==> src/rtl/mem_port_arbiter.sv <==
// Shares one fixed-latency main-memory port between the icache and dcache
// miss handlers. Grants use round-robin priority. A dirty dcache eviction is
// written back before its refill read. The line is returned with a one-cycle
// ready pulse.
module mem_port_arbiter #(
    parameter int ADDR_W  = 26,
    parameter int LINE_W  = 128,
    parameter int MEM_LAT = 4
) (
    input  logic              clk,
    input  logic              reset,
    input  logic              ic_req,
    input  logic [ADDR_W-1:0] ic_addr,
    input  logic              dc_req,
    input  logic [ADDR_W-1:0] dc_addr,
    input  logic              dc_wb,
    input  logic [ADDR_W-1:0] dc_wb_addr,
    input  logic [LINE_W-1:0] dc_wb_data,
    output logic              ic_ready,
    output logic              dc_ready,
    output logic              dc_wb_ack,
    output logic [LINE_W-1:0] rdata,
    output logic              busy,
    output logic              mem_req,
    output logic              mem_we,
    output logic [ADDR_W-1:0] mem_addr,
    output logic [LINE_W-1:0] mem_wdata,
    input  logic [LINE_W-1:0] mem_rdata
);

    localparam int CNT_W = $clog2(MEM_LAT + 1);
    localparam logic [CNT_W-1:0] CNT_LAST = CNT_W'(MEM_LAT - 1);

    typedef enum logic [1:0] {S_IDLE, S_WB, S_RD, S_RESP} state_e;
    typedef enum logic {OWN_I, OWN_D} owner_e;

    state_e            state_q, state_d;
    logic [CNT_W-1:0]  cnt_q, cnt_d;
    owner_e            owner_q, owner_d;
    owner_e            last_grant_q, last_grant_d;
    logic [ADDR_W-1:0] rd_addr_q, rd_addr_d;
    logic [ADDR_W-1:0] wb_addr_q, wb_addr_d;
    logic [LINE_W-1:0] wb_data_q, wb_data_d;
    logic [LINE_W-1:0] rdata_q, rdata_d;

    logic              ic_ready_q, ic_ready_d;
    logic              dc_ready_q, dc_ready_d;
    logic              dc_wb_ack_q, dc_wb_ack_d;
    logic              busy_q, busy_d;
    logic              mem_req_q, mem_req_d;
    logic              mem_we_q, mem_we_d;
    logic [ADDR_W-1:0] mem_addr_q, mem_addr_d;
    logic [LINE_W-1:0] mem_wdata_q, mem_wdata_d;

    logic grant_dc;
    logic grant_ic;
    logic cnt_last;

    // D wins when alone, or when both request and I was granted last
    assign grant_dc = dc_req && (!ic_req || (last_grant_q == OWN_I));
    assign grant_ic = ic_req && !grant_dc;
    assign cnt_last = (cnt_q == CNT_LAST);

    // State, latched request data and registered outputs
    always_ff @(posedge clk) begin
        if (reset) begin
            state_q      <= S_IDLE;
            cnt_q        <= '0;
            owner_q      <= OWN_I;
            last_grant_q <= OWN_I;
            rd_addr_q    <= '0;
            wb_addr_q    <= '0;
            wb_data_q    <= '0;
            rdata_q      <= '0;
            ic_ready_q   <= 1'b0;
            dc_ready_q   <= 1'b0;
            dc_wb_ack_q  <= 1'b0;
            busy_q       <= 1'b0;
            mem_req_q    <= 1'b0;
            mem_we_q     <= 1'b0;
            mem_addr_q   <= '0;
            mem_wdata_q  <= '0;
        end else begin
            state_q      <= state_d;
            cnt_q        <= cnt_d;
            owner_q      <= owner_d;
            last_grant_q <= last_grant_d;
            rd_addr_q    <= rd_addr_d;
            wb_addr_q    <= wb_addr_d;
            wb_data_q    <= wb_data_d;
            rdata_q      <= rdata_d;
            ic_ready_q   <= ic_ready_d;
            dc_ready_q   <= dc_ready_d;
            dc_wb_ack_q  <= dc_wb_ack_d;
            busy_q       <= busy_d;
            mem_req_q    <= mem_req_d;
            mem_we_q     <= mem_we_d;
            mem_addr_q   <= mem_addr_d;
            mem_wdata_q  <= mem_wdata_d;
        end
    end

    // Next-state: arbitration in IDLE, latency counting in WB and RD
    always_comb begin
        state_d      = state_q;
        cnt_d        = cnt_q;
        owner_d      = owner_q;
        last_grant_d = last_grant_q;
        rd_addr_d    = rd_addr_q;
        wb_addr_d    = wb_addr_q;
        wb_data_d    = wb_data_q;
        rdata_d      = rdata_q;
        case (state_q)
            S_IDLE: begin
                cnt_d = '0;
                if (grant_dc) begin
                    owner_d      = OWN_D;
                    last_grant_d = OWN_D;
                    rd_addr_d    = dc_addr;
                    wb_addr_d    = dc_wb_addr;
                    wb_data_d    = dc_wb_data;
                    state_d      = dc_wb ? S_WB : S_RD;
                end else if (grant_ic) begin
                    owner_d      = OWN_I;
                    last_grant_d = OWN_I;
                    rd_addr_d    = ic_addr;
                    state_d      = S_RD;
                end
            end
            S_WB: begin
                if (cnt_last) begin
                    cnt_d   = '0;
                    state_d = S_RD;
                end else begin
                    cnt_d = cnt_q + CNT_W'(1);
                end
            end
            S_RD: begin
                if (cnt_last) begin
                    cnt_d   = '0;
                    rdata_d = mem_rdata;
                    state_d = S_RESP;
                end else begin
                    cnt_d = cnt_q + CNT_W'(1);
                end
            end
            S_RESP: begin
                state_d = S_IDLE;
            end
            default: begin
                state_d = S_IDLE;
            end
        endcase
    end

    // Output next values are decoded from the upcoming state so that every
    // output is registered yet lines up with the state it describes
    always_comb begin
        ic_ready_d  = (state_d == S_RESP) && (owner_d == OWN_I);
        dc_ready_d  = (state_d == S_RESP) && (owner_d == OWN_D);
        dc_wb_ack_d = (state_q == S_WB) && (state_d == S_RD);
        busy_d      = (state_d != S_IDLE);
        mem_req_d   = (state_d == S_WB) || (state_d == S_RD);
        mem_we_d    = (state_d == S_WB);
        mem_addr_d  = mem_addr_q;
        mem_wdata_d = mem_wdata_q;
        if (state_d == S_WB) begin
            mem_addr_d  = wb_addr_d;
            mem_wdata_d = wb_data_d;
        end else if (state_d == S_RD) begin
            mem_addr_d  = rd_addr_d;
        end
    end

    assign ic_ready  = ic_ready_q;
    assign dc_ready  = dc_ready_q;
    assign dc_wb_ack = dc_wb_ack_q;
    assign rdata     = rdata_q;
    assign busy      = busy_q;
    assign mem_req   = mem_req_q;
    assign mem_we    = mem_we_q;
    assign mem_addr  = mem_addr_q;
    assign mem_wdata = mem_wdata_q;

endmodule
==> config.mk <==
export PLATFORM = sky130hd
export DESIGN_NAME = mem_port_arbiter
export DESIGN_NICKNAME = d
export VERILOG_FILES = /design/src/rtl/mem_port_arbiter.sv
export SDC_FILE = /design/constraint.sdc
export NUM_CORES = 1
export LEC_CHECK = 0
export ABC_AREA = 1
export BUFFER_PORTS_ARGS = -buffer_cell sky130_fd_sc_hd__buf_2
export CAP_MARGIN = 25
export CORE_MARGIN = 8
export CORE_UTILIZATION = 26
export DETAILED_ROUTE_END_ITERATION = 8
export PLACE_DENSITY_LB_ADDON = 0.2
export SYNTH_ARGS = -nofsm -noshare
export SYNTH_HDL_FRONTEND = slang
export SYNTH_SLANG_ARGS = --single-unit
==> constraint.sdc <==
create_clock -name clk -period 3.3 [get_ports clk]
set_input_delay 0.33 -clock clk [delete_from_list [all_inputs] [get_ports clk]]
set_output_delay 0.33 -clock clk [all_outputs]
set_load 0.01 [all_outputs]
==> reports/summary.txt, run 1 <==
Status - finished, final reports clean
TritonCTS Buffers - 55
Most common cell after layout, fill and taps aside - buf_2
Die Span Y - 283 um
Pwr Density - 773 nW/um^2
Final Hold Fails - 0
HP Start - dc_wb_data[127]
Final Skew - 0.0242 ns
Initial cell density of the core - 26.1%
Later-pin clock latency in the skew report - 0.59 ns
Final Cycle Share - 88.4%
Crit path time final - 2.92 ns
Largest net degree at the start of global routing - 157
Placed Instances - 3855
FF-to-FF setup slack - 0.38 ns
Critical path class - reg -> reg
Leakage - 12.8 nW
First-pass GRT wire length - 110000 um
Post-CTS Setup Repair Bufs - 0
Gr ovfl total - 0
Clock Path Buffers - 3
Mapped Avg Cell Area - 7.61 um^2
Register area share after synthesis - 51.3%
# IOs - 627
Die ar. - 80100 um^2
Critical path arrival - 3.38 ns
Placer Congestion - 0.754
Most frequent cells in the layout - buf_2, nand2_1, dfxtp_1, nand3_1, a21oi_1
Share of layout cells above drive strength 1 - 23.4%
PortBufs - 626
Setup TNS - 0 ns
Slew HR - 31.2%
Max incr delay on CP - 0.56 ns
Final instance area - 26700 um^2
DRC Markers - 0
DRT Wirelength - 70200 um
CP Capture Type - flop
Final slew viol count - 0
Worst Reg-to-Reg Cells - 9
RSZ-0062 raised after global routing - false
Filler Cell Count - 7418
Worst r2r src - state_q[1]
Core Region - 71000 um^2
Clk slew on worst S/H paths - 0.06 ns
Total track usage - 16.6%
Pwr Total - 20.6 mW
H-tree Lvls - 2
Pre-antenna DRT Iters - 5
Rows - 98
Synth cell types - 23
FF-to-FF End - mem_addr[18]
Layout Cells excl Fill - 4192
Crit-path cells - inv_1, ha_1, a21o_1, o21ai_0, ha_4, clkinv_1, buf_12, nand3_1, a21oi_1
Worst vdd ir - 0.000488 V
Vias after detailed routing - 18700
CP max-delay cell - o21ai_0
Synth Net Count - 2784
Die width - 283 um
DR WL/cell - 16.8 um
P&R area growth vs syn - 43.8%
Final setup violation count - 0
Hold_ws - 0.0434 ns
CTS sink cnt - 475
Initial drt markers - 1123
FMAX - 0.343 GHz
Antenna-violating nets left - 0
Root Buffer - clkbuf_16
Antenna violations before repair - 2
Tightest Hold Check Type - in -> reg
Least-Margin Pin Slew - 1.03 ns
TritonCTS clock tree - built
Synthesized netlist cell count - 2434
Final net count - 3546
Setup crit start kind - flop
Synthesized flop and latch total - 475
Hold endpoint - wb_data_q[127]
Vias in the first global route - 18600
Post-DR vias/cell - 4.46
Max-cap viol count - 0
Worst EP required - 3.76 ns
Crit-path max FO - 21
Synthesized area - 18500 um^2
Register area - 9510 um^2
Multi-input gate area - 7170 um^2
Post-DP HPWL - 47900 um
Ys Warns - 0
Area after DPL - 22500 um^2
Hold path cells - 3
## layout make-up
type / count / share of cell area (%)
timing repair buffer: 894 / 22.2
tap: 950 / 4.46
clock inverter: 13 / 0.648
inverter: 275 / 3.91
sequential: 475 / 35.7
multi-input combinational: 1495 / 26.9
clock buffer: 86 / 6.20
antenna: 4 / 0.0376
## cells in the mapped netlist (all sizes together)
library cell  number  area share (%)
clkinv             1           0.020
ha                11            0.74
nand3            361             9.8
a21o               1           0.041
clkbuf            95             1.9
o21ai             30            0.81
a22oi              1           0.041
nand2            581              12
a21oi            285             7.7
dfxtp            475              51
o211ai           129             5.2
inv              274             5.5
buf               94             2.7
nand4             26            0.88
nor2              68             1.4
nor3               2           0.054
## registers in the layout, summed over array words and instances, names as in the netlist, 2 cells and up
register / cells
rdata: 128
wb_addr_q: 26
mem_addr: 26
cnt_q: 3
state_q: 2
rd_addr_q: 26
wb_data_q: 128
mem_wdata: 128
## how the worst max path moves through the flow
stage / startpoint / endpoint / slack (ns) / cells after the start
3_3_place_gp: state_q[1] / mem_addr[3] / 0.42 / 11
6_report: state_q[1] / mem_addr[18] / 0.38 / 9
5_1_grt: state_q[1] / mem_addr[22] / 0.09 / 9
4_1_cts: state_q[1] / mem_addr[3] / 0.33 / 11
2_1_floorplan: state_q[0] / mem_wdata[100] / 0.65 / 12
3_5_place_dp: state_q[1] / mem_addr[5] / 0.37 / 11
## metal layers
metal | GRT usage [%] | vias to the layer above | wire, um
met5 | 0 | - | 12
met3 | 4.26 | 120 | 4540
met4 | 5.98 | 2 | 2500
li1 | - | 9493 | -
met2 | 28.2 | 528 | 33300
met1 | 20.1 | 8560 | 29900
## stage by stage
stage          worst slack [ns]  utilization (%)
6_report                  0.383             37.5
2_1_floorplan             0.651                -
3_3_place_gp              0.422             31.7
4_1_cts                   0.326             37.5
5_1_grt                  0.0913             37.5
3_5_place_dp              0.374             31.7
## report_power, final
group          internal [mW]  total (mW)  leakage, nW  switching (mW)
sequential              6.97        7.57         3.88           0.595
combinational           2.54        6.92         7.98            4.38
clock                   3.66        6.12        0.895            2.46
total                   13.2        20.6         12.8            7.44
## critical path, delay by kind of cell (launching register included)
family                     cells  cell delay [ns]
adders and majority gates      2             0.66
and+or+nand+nor                1             0.10
buffers and inverters          3             0.76
DFF                            1             0.43
AOI/OAI and AO/OA              3             0.82
## logic make-up after synthesis
group | Yosys count | share of synthesized area (%)
flip-flops | 475 | 51.3
adder cells (fa/ha/maj) | 11 | 0.743
AND/OR/NAND/NOR | 1038 | 23.9
buffers and inverters | 464 | 10.2
AO/OA/AOI/OAI | 446 | 13.8
## timing repair
item                      in CTS  in global routing
hold buffers                 234                  0
hold endpoints to repair     234                  0
resized for setup              0                  0
Note: power is estimated with default switching activity, not from simulation.
==> run 2: changes to the inputs <==
--- a/config.mk
+++ b/config.mk
@@ -12,4 +12,5 @@
 export CORE_UTILIZATION = 26
 export DETAILED_ROUTE_END_ITERATION = 8
+export GPL_ROUTABILITY_DRIVEN = 1
 export PLACE_DENSITY_LB_ADDON = 0.2
 export SYNTH_ARGS = -nofsm -noshare
==> constraint.sdc (replaced) <==
create_clock -name clk -period 3.3 [get_ports clk]
set_input_delay 0.66 -clock clk [delete_from_list [all_inputs] [get_ports clk]]
set_output_delay 0.66 -clock clk [all_outputs]
set_load 0.01 [all_outputs]
==> run 2 against run 1 <==
- total power is 0.26% lower
- design area fell by 8.5%
- non-clock buffer count decreased by 237
- final cell count decreased by 5.5%
- worst hold slack improved by 0.28 ns
- sequential cell count unchanged
- critical path depth up 1
- fmax is 8.0% higher
==> reports/summary.txt, run 2 (same netlist as run 1, synthesis figures left out) <==
CP Capture Type - flop
Final Hold Fails - 0 (unchanged)
# IOs - 627 (unchanged)
Pwr Total - 20.6 mW (-0.26%)
Final setup violation count - 0 (unchanged)
Placer Congestion - 0.756 (+0.25%)
Final instance area - 24400 um^2 (-8.5%)
RSZ-0062 raised after global routing - false
FMAX - 0.370 GHz (+8.0%)
Max-cap viol count - 0 (unchanged)
Max incr delay on CP - 0.53 ns (-0.03 ns)
PortBufs - 626 (unchanged)
Final net count - 3310 (-6.7%)
Final Cycle Share - 81.8% (-6.6 points)
H-tree Lvls - 2 (unchanged)
Core Region - 71000 um^2 (unchanged)
Worst Reg-to-Reg Cells - 10 (+1)
Pwr Density - 843 nW/um^2 (+9.0%)
Worst EP required - 3.79 ns (+0.03 ns)
Gr ovfl total - 0 (unchanged)
Crit path to - mem_wdata[87]
Most frequent cells in the layout - buf_2, nand2_1, dfxtp_1, nand3_1, a21oi_1
Hold_ws - 0.328 ns (+0.285 ns)
Die width - 283 um (unchanged)
Worst vdd ir - 0.000461 V (-5.5%)
Crit-path max FO - 36 (+71%)
Critical path arrival - 3.19 ns (-0.19 ns)
Post-DR vias/cell - 4.48 (+0.40%)
Root Buffer - clkbuf_16
Vias after detailed routing - 17700 (-5.2%)
FF-to-FF setup slack - 0.60 ns (+0.22 ns)
TritonCTS Buffers - 56 (+1.8%)
Least-Margin Pin Slew - 0.910 ns (-0.122 ns)
Worst r2r src - state_q[1]
Antenna-violating nets left - 0 (unchanged)
Vias in the first global route - 17300 (-6.8%)
P&R area growth vs syn - 31.6%
Most common cell after layout, fill and taps aside - buf_2
Die ar. - 80100 um^2 (unchanged)
DRC Markers - 0 (unchanged)
DR WL/cell - 17.3 um (+3.0%)
Status - finished, final reports clean
Setup crit start kind - flop
Crit path time final - 2.70 ns (-0.217 ns)
Setup TNS - 0 ns (unchanged)
Worst Path Buf+Inv - 4 (+1)
CTS hold repair buffers - 0 (-100%)
Final Skew - 0.0132 ns (-0.0110 ns)
Levels on crit path - 10 (+1)
CP max-delay cell - o21ai_0
Initial drt markers - 945 (-16%)
FF-to-FF End - mem_wdata[87]
Tightest Hold Check Type - in -> reg
Leakage - 11.8 nW (-7.6%)
Initial cell density of the core - 26.1% (unchanged)
Die Span Y - 283 um (unchanged)
Final WS setup - 0.600 ns (+0.217 ns)
CTS sink cnt - 475 (unchanged)
Total track usage - 16.2% (-0.41 points)
TritonCTS clock tree - built
Largest net degree at the start of global routing - 154 (-1.9%)
Pre-CTS WS - 0.500 ns (+0.126 ns)
DRT Wirelength - 68300 um (-2.7%)
Final core utilization - 34.4% (-3.2 points)
Later-pin clock latency in the skew report - 0.60 ns (about the same)
Clock Path Buffers - 3 (unchanged)
Cell family with most CP delay - compound AO/OA/AOI/OAI gates
Crit-path cells - inv_1, ha_1, a21o_1, o21ai_0, ha_4, buf_12, buf_12, nand3_1, o211ai_1, inv_1
Final slew viol count - 0 (unchanged)
Post-DP HPWL - 47200 um (-1.3%)
Share of layout cells above drive strength 1 - 25.3% (+1.9 points)
Pre-antenna DRT Iters - 5 (unchanged)
Antenna violations before repair - 9 (+7)
First-pass GRT wire length - 105000 um (-3.9%)
Placed Instances - 3852 (-0.078%)
Post-cts resize count - 0 (unchanged)
Clk slew on worst S/H paths - 0.06 ns (about the same)
Rows - 98 (unchanged)
Area after DPL - 22500 um^2 (+0.18%)
Slew HR - 39.3% (+8.2 points)
Critical path class - reg -> reg
Critical path origin - state_q[1]
Filler Cell Count - 7664 (+3.3%)
Layout Cells excl Fill - 3960 (-5.5%)
Post-CTS Setup Repair Bufs - 0 (unchanged)
HP Start - dc_wb_data[95]
==> run 2: changes by cell type in the layout (fill, tap and decap cells not counted), moves of 4 or more <==
| cell | previous run | this run |
|---|---|---|
| dlygate4sd3_1 | 234 | 0 |
| buf_4 | 21 | 13 |
| buf_12 | 13 | 18 |
| clkinvlp_4 | 1 | 5 |
==> run 2: per-layer routing <==
| metal | part of all wire (%) | track usage, % | up-vias |
|---|---|---|---|
| met3 | 6.8 | 4.35 | 113 |
| met2 | 47 | 27.1 | 497 |
| met1 | 43 | 19.9 | 8118 |
| met4 | 3.3 | 5.46 | 6 |
| li1 | - | - | 9004 |
| met5 | 0.044 | 0 | - |
==> run 2: layout make-up <==
class | count | area (um^2) | share of cell area, %
diodes | 4 | 10.0 | 0.0410
multi-input cells | 1495 | 7170 | 29.4
clock buffers | 88 | 1690 | 6.94
inverters | 275 | 1040 | 4.27
clock inverters | 16 | 176 | 0.723
well taps | 950 | 1190 | 4.87
flip-flops and latches | 475 | 9510 | 39.0
repair buffers | 657 | 3600 | 14.8
==> run 2: how the worst min path moves through the flow <==
stage / slack [ns] / to / cells past startpoint
floorplan: 0.43 / cnt_q[2] / 2
global placement: 0.44 / cnt_q[2] / 2
detailed placement: 0.44 / cnt_q[2] / 2
CTS: 0.28 / rdata[5] / 3
global route: 0.30 / rdata[66] / 3
finish: 0.33 / wb_data_q[95] / 3
==> run 2: worst min-delay path, cell delays in order <==
cell and delay [ns]:
buf_2 0.09, nand2_1 0.07, a21oi_1 0.06
==> run 2: report_power, final <==
part,internal [mW],switching (mW),leakage (nW)
Sequential,6.98,0.615,3.88
Combinational,2.44,4.34,7.00
Clock,3.68,2.51,0.904
==> run 3: changes to the inputs <==
- ABC_AREA: 1 -> 0
- clock period: 3.3 -> 2.81 ns (I/O delays scaled with it)
==> run 3 against run 2 <==
- sequential share of layout area grew 1.5 points
- wire length shrank 7.8%
- final cell count shrank 16%
- register-to-register slack lost 0.35 ns
- largest cell class unchanged
- highest routed layer unchanged
==> reports/summary.txt, run 3 <==
Die width - 275 um (-2.7%)
Register area share after synthesis - 54.4% (+3.1 points)
Worst Reg-to-Reg Cells - 10 (unchanged)
Synth Net Count - 2201 (-21%)
Slew HR - 43.5% (+4.2 points)
Logic pwr share - 15.4% (-18 points)
Critical path origin - state_q[0]
CP Capture Type - flop
Cell-internal power - 13.0 mW (-0.68%)
Top post-synthesis cells by area - dfxtp_1, mux2i_1, nor2_1, nand2_1, a211oi_1
RSZ-0062 raised after global routing - false
Root Buffer - clkbuf_16
Pwr Density - 755 nW/um^2 (-10%)
Post-synth ARST share - 0% (unchanged)
Initial drt markers - 762 (-19%)
Critical path class - reg -> reg
Gr ovfl total - 0 (unchanged)
CTS sink cnt - 475 (unchanged)
Placer Congestion - 0.781 (+3.3%)
Max-cap viol count - 0 (unchanged)
Final net count - 2765 (-16%)
Worst vdd ir - 0.000431 V (-6.4%)
Final setup violation count - 0 (unchanged)
Pwr Total - 17.7 mW (-14%)
Most common cell after layout, fill and taps aside - buf_2
Die ar. - 75800 um^2 (-5.3%)
CTS hold repair buffers - 0 (unchanged)
Vias after detailed routing - 15300 (-14%)
Post-CTS Setup Repair Bufs - 0 (unchanged)
Cell family with most CP delay - adder cells
Antenna-violating nets left - 0 (unchanged)
DRC Markers - 0 (unchanged)
Final Cycle Share - 91.2% (+9.4 points)
Area share of the largest cell type after synthesis - 54.4% (+3.1 points)
DR WL/cell - 18.9 um (+9.5%)
Final WS setup - 0.247 ns (-0.353 ns)
Mapped Avg Cell Area - 9.45 um^2 (+24%)
Initial cell density of the core - 26.1% (about the same)
Levels on crit path - 10 (unchanged)
Leakage - 10.6 nW (-9.9%)
Setup crit start kind - flop
Least-Margin Pin Slew - 0.848 ns (-0.0624 ns)
Clock Path Buffers - 3 (unchanged)
Area after DPL - 21500 um^2 (-4.4%)
Cell taking the most area after synthesis - dfxtp_1
H-tree Lvls - 2 (unchanged)
TritonCTS Buffers - 54 (-3.6%)
Most used cell, CP - ha_1
Critical path arrival - 3.08 ns (-0.11 ns)
Later-pin clock latency in the skew report - 0.60 ns (about the same)
Final slew viol count - 0 (unchanged)
FMAX - 0.390 GHz (+5.3%)
Rows - 95 (-3.1%)
PortBufs - 626 (unchanged)
Worst r2r src - state_q[0]
Hold path cells - 3 (unchanged)
Setup TNS - 0 ns (unchanged)
Post-cts resize count - 0 (unchanged)
Share of layout cells above drive strength 1 - 31.3% (+6.0 points)
Final instance area - 23500 um^2 (-3.8%)
Psw - 4.70 mW (-37%)
Die Span Y - 275 um (-2.7%)
Post-DP HPWL - 46300 um (-2.0%)
Crit-path max FO - 19 (-47%)
Sequential fraction of design power - 42.4% (+5.5 points)
Ys Warns - 0 (unchanged)
Status - finished, final reports clean
Tightest Hold Check Type - in -> reg
Sw Share - 26.5% (-9.8 points)
Largest net degree at the start of global routing - 144 (-6.5%)
Synthesized area - 17500 um^2 (-5.7%)
Synthesized netlist cell count - 1851 (-24%)
Most common cell in the netlist - dfxtp_1
CP max-delay cell - dfxtp_1
Crit path time final - 2.56 ns (-0.137 ns)
P&R area growth vs syn - 34.2%
DRT Wirelength - 63000 um (-7.8%)
Most frequent cells in the layout - buf_2, dfxtp_1, nor2_1, nand2_1, mux2i_1
# IOs - 627 (unchanged)
Worst EP required - 3.32 ns (-0.47 ns)
Vias in the first global route - 15300 (-11%)
Pre-antenna DRT Iters - 5 (unchanged)
Ys flop type - dfxtp_1
Final Hold Fails - 0 (unchanged)
TritonCTS clock tree - built
Synthesized flop and latch total - 475 (unchanged)
Final Skew - 0.0122 ns (-0.000992 ns)
Synth cell types - 40 (+74%)
Max incr delay on CP - 0.38 ns (-0.15 ns)
Total track usage - 15.6% (-0.62 points)
Antenna violations before repair - 23 (+14)
Post-DR vias/cell - 4.59 (+2.5%)
First-pass GRT wire length - 92500 um (-12%)
Crit-path cells - inv_1, ha_1, a21oi_1, a211oi_1, or2_2, ha_1, nor3b_4, buf_12, o2111ai_1, o211ai_1
Pre-CTS WS - 0.212 ns (-0.287 ns)
Worst Path Buf+Inv - 2 (-2)
Synth top cells by count - dfxtp_1, nor2_1, nand2_1, mux2i_1, a21oi_1
HP Start - mem_rdata[108]
Post-synth EDFFs - 0 (unchanged)
Final core utilization - 35.1% (+0.70 points)
Clk network pwr share - 42.2% (+12 points)
Core Region - 66900 um^2 (-5.7%)
Clk slew on worst S/H paths - 0.06 ns (about the same)
run 3: stage by stage:
stage / hold slack (ns) / std cells
global route: 0.169 / 3336
detailed placement: 0.445 / 3232
CTS: 0.154 / 3330
global placement: 0.439 / 3232
floorplan: 0.460 / 1851
finish: 0.207 / 3337
run 3: cell type report:
type	instances	area, um^2
clock buffers	78	1620
diodes	7	17.5
repair buffers	667	3630
fillers	6990	43500
well taps	873	1090
multi-input cells	1210	7270
flip-flops and latches	475	9510
clock inverters	20	304
inverters	7	26.3
run 3: per-layer routing:
metal  share of wire, %  up-vias  wire length [um]  global-route usage (%)
met3                8.3      127              5260                    5.54
met4                3.3       24              2100                    5.85
met5               0.23        -               147                       0
met1                 39     7119             24300                    17.1
li1                   -     7577                 -                       -
met2                 49      468             31200                    27.4
run 3: kinds of logic (layout without fill, tap and decap cells):
group / after synthesis / count (layout) / synth area share [%]
AND/OR/NAND/NOR: 650 / 650 / 15.5
flip-flops: 475 / 475 / 54.4
AO/OA/AOI/OAI: 395 / 395 / 16.2
buffers and inverters: 166 / 772 / 4.28
multiplexers: 154 / 154 / 8.82
adder cells (fa/ha/maj): 11 / 11 / 0.787
other: 0 / 7 / 0
run 3: worst paths after layout:
path	slack (ns)	end
hold reg to reg	0.45	rdata[98]
setup reg to reg	0.25	mem_addr[24]
hold / removal	0.21	rdata[108]
setup / recovery	0.25	mem_addr[24]
run 3: worst reg2reg max path: cells and delay by family (launching register included):
family	cells	cell delay, ns
flops	1	0.38
simple gates	2	0.62
buf+inv	2	0.31
compound gates	4	0.53
fa+ha+maj	2	0.64
run 3: power groups by stage:
stage                     clock [mW]  combinational [mW]  sequential [mW]
after detailed placement           0                2.76             7.65
after floorplan                    0                1.54             7.74
after CTS                       7.74                2.77             7.51
after global placement             0                2.71             7.64
after global routing            8.02                2.99             7.56
final                           7.48                2.72             7.50
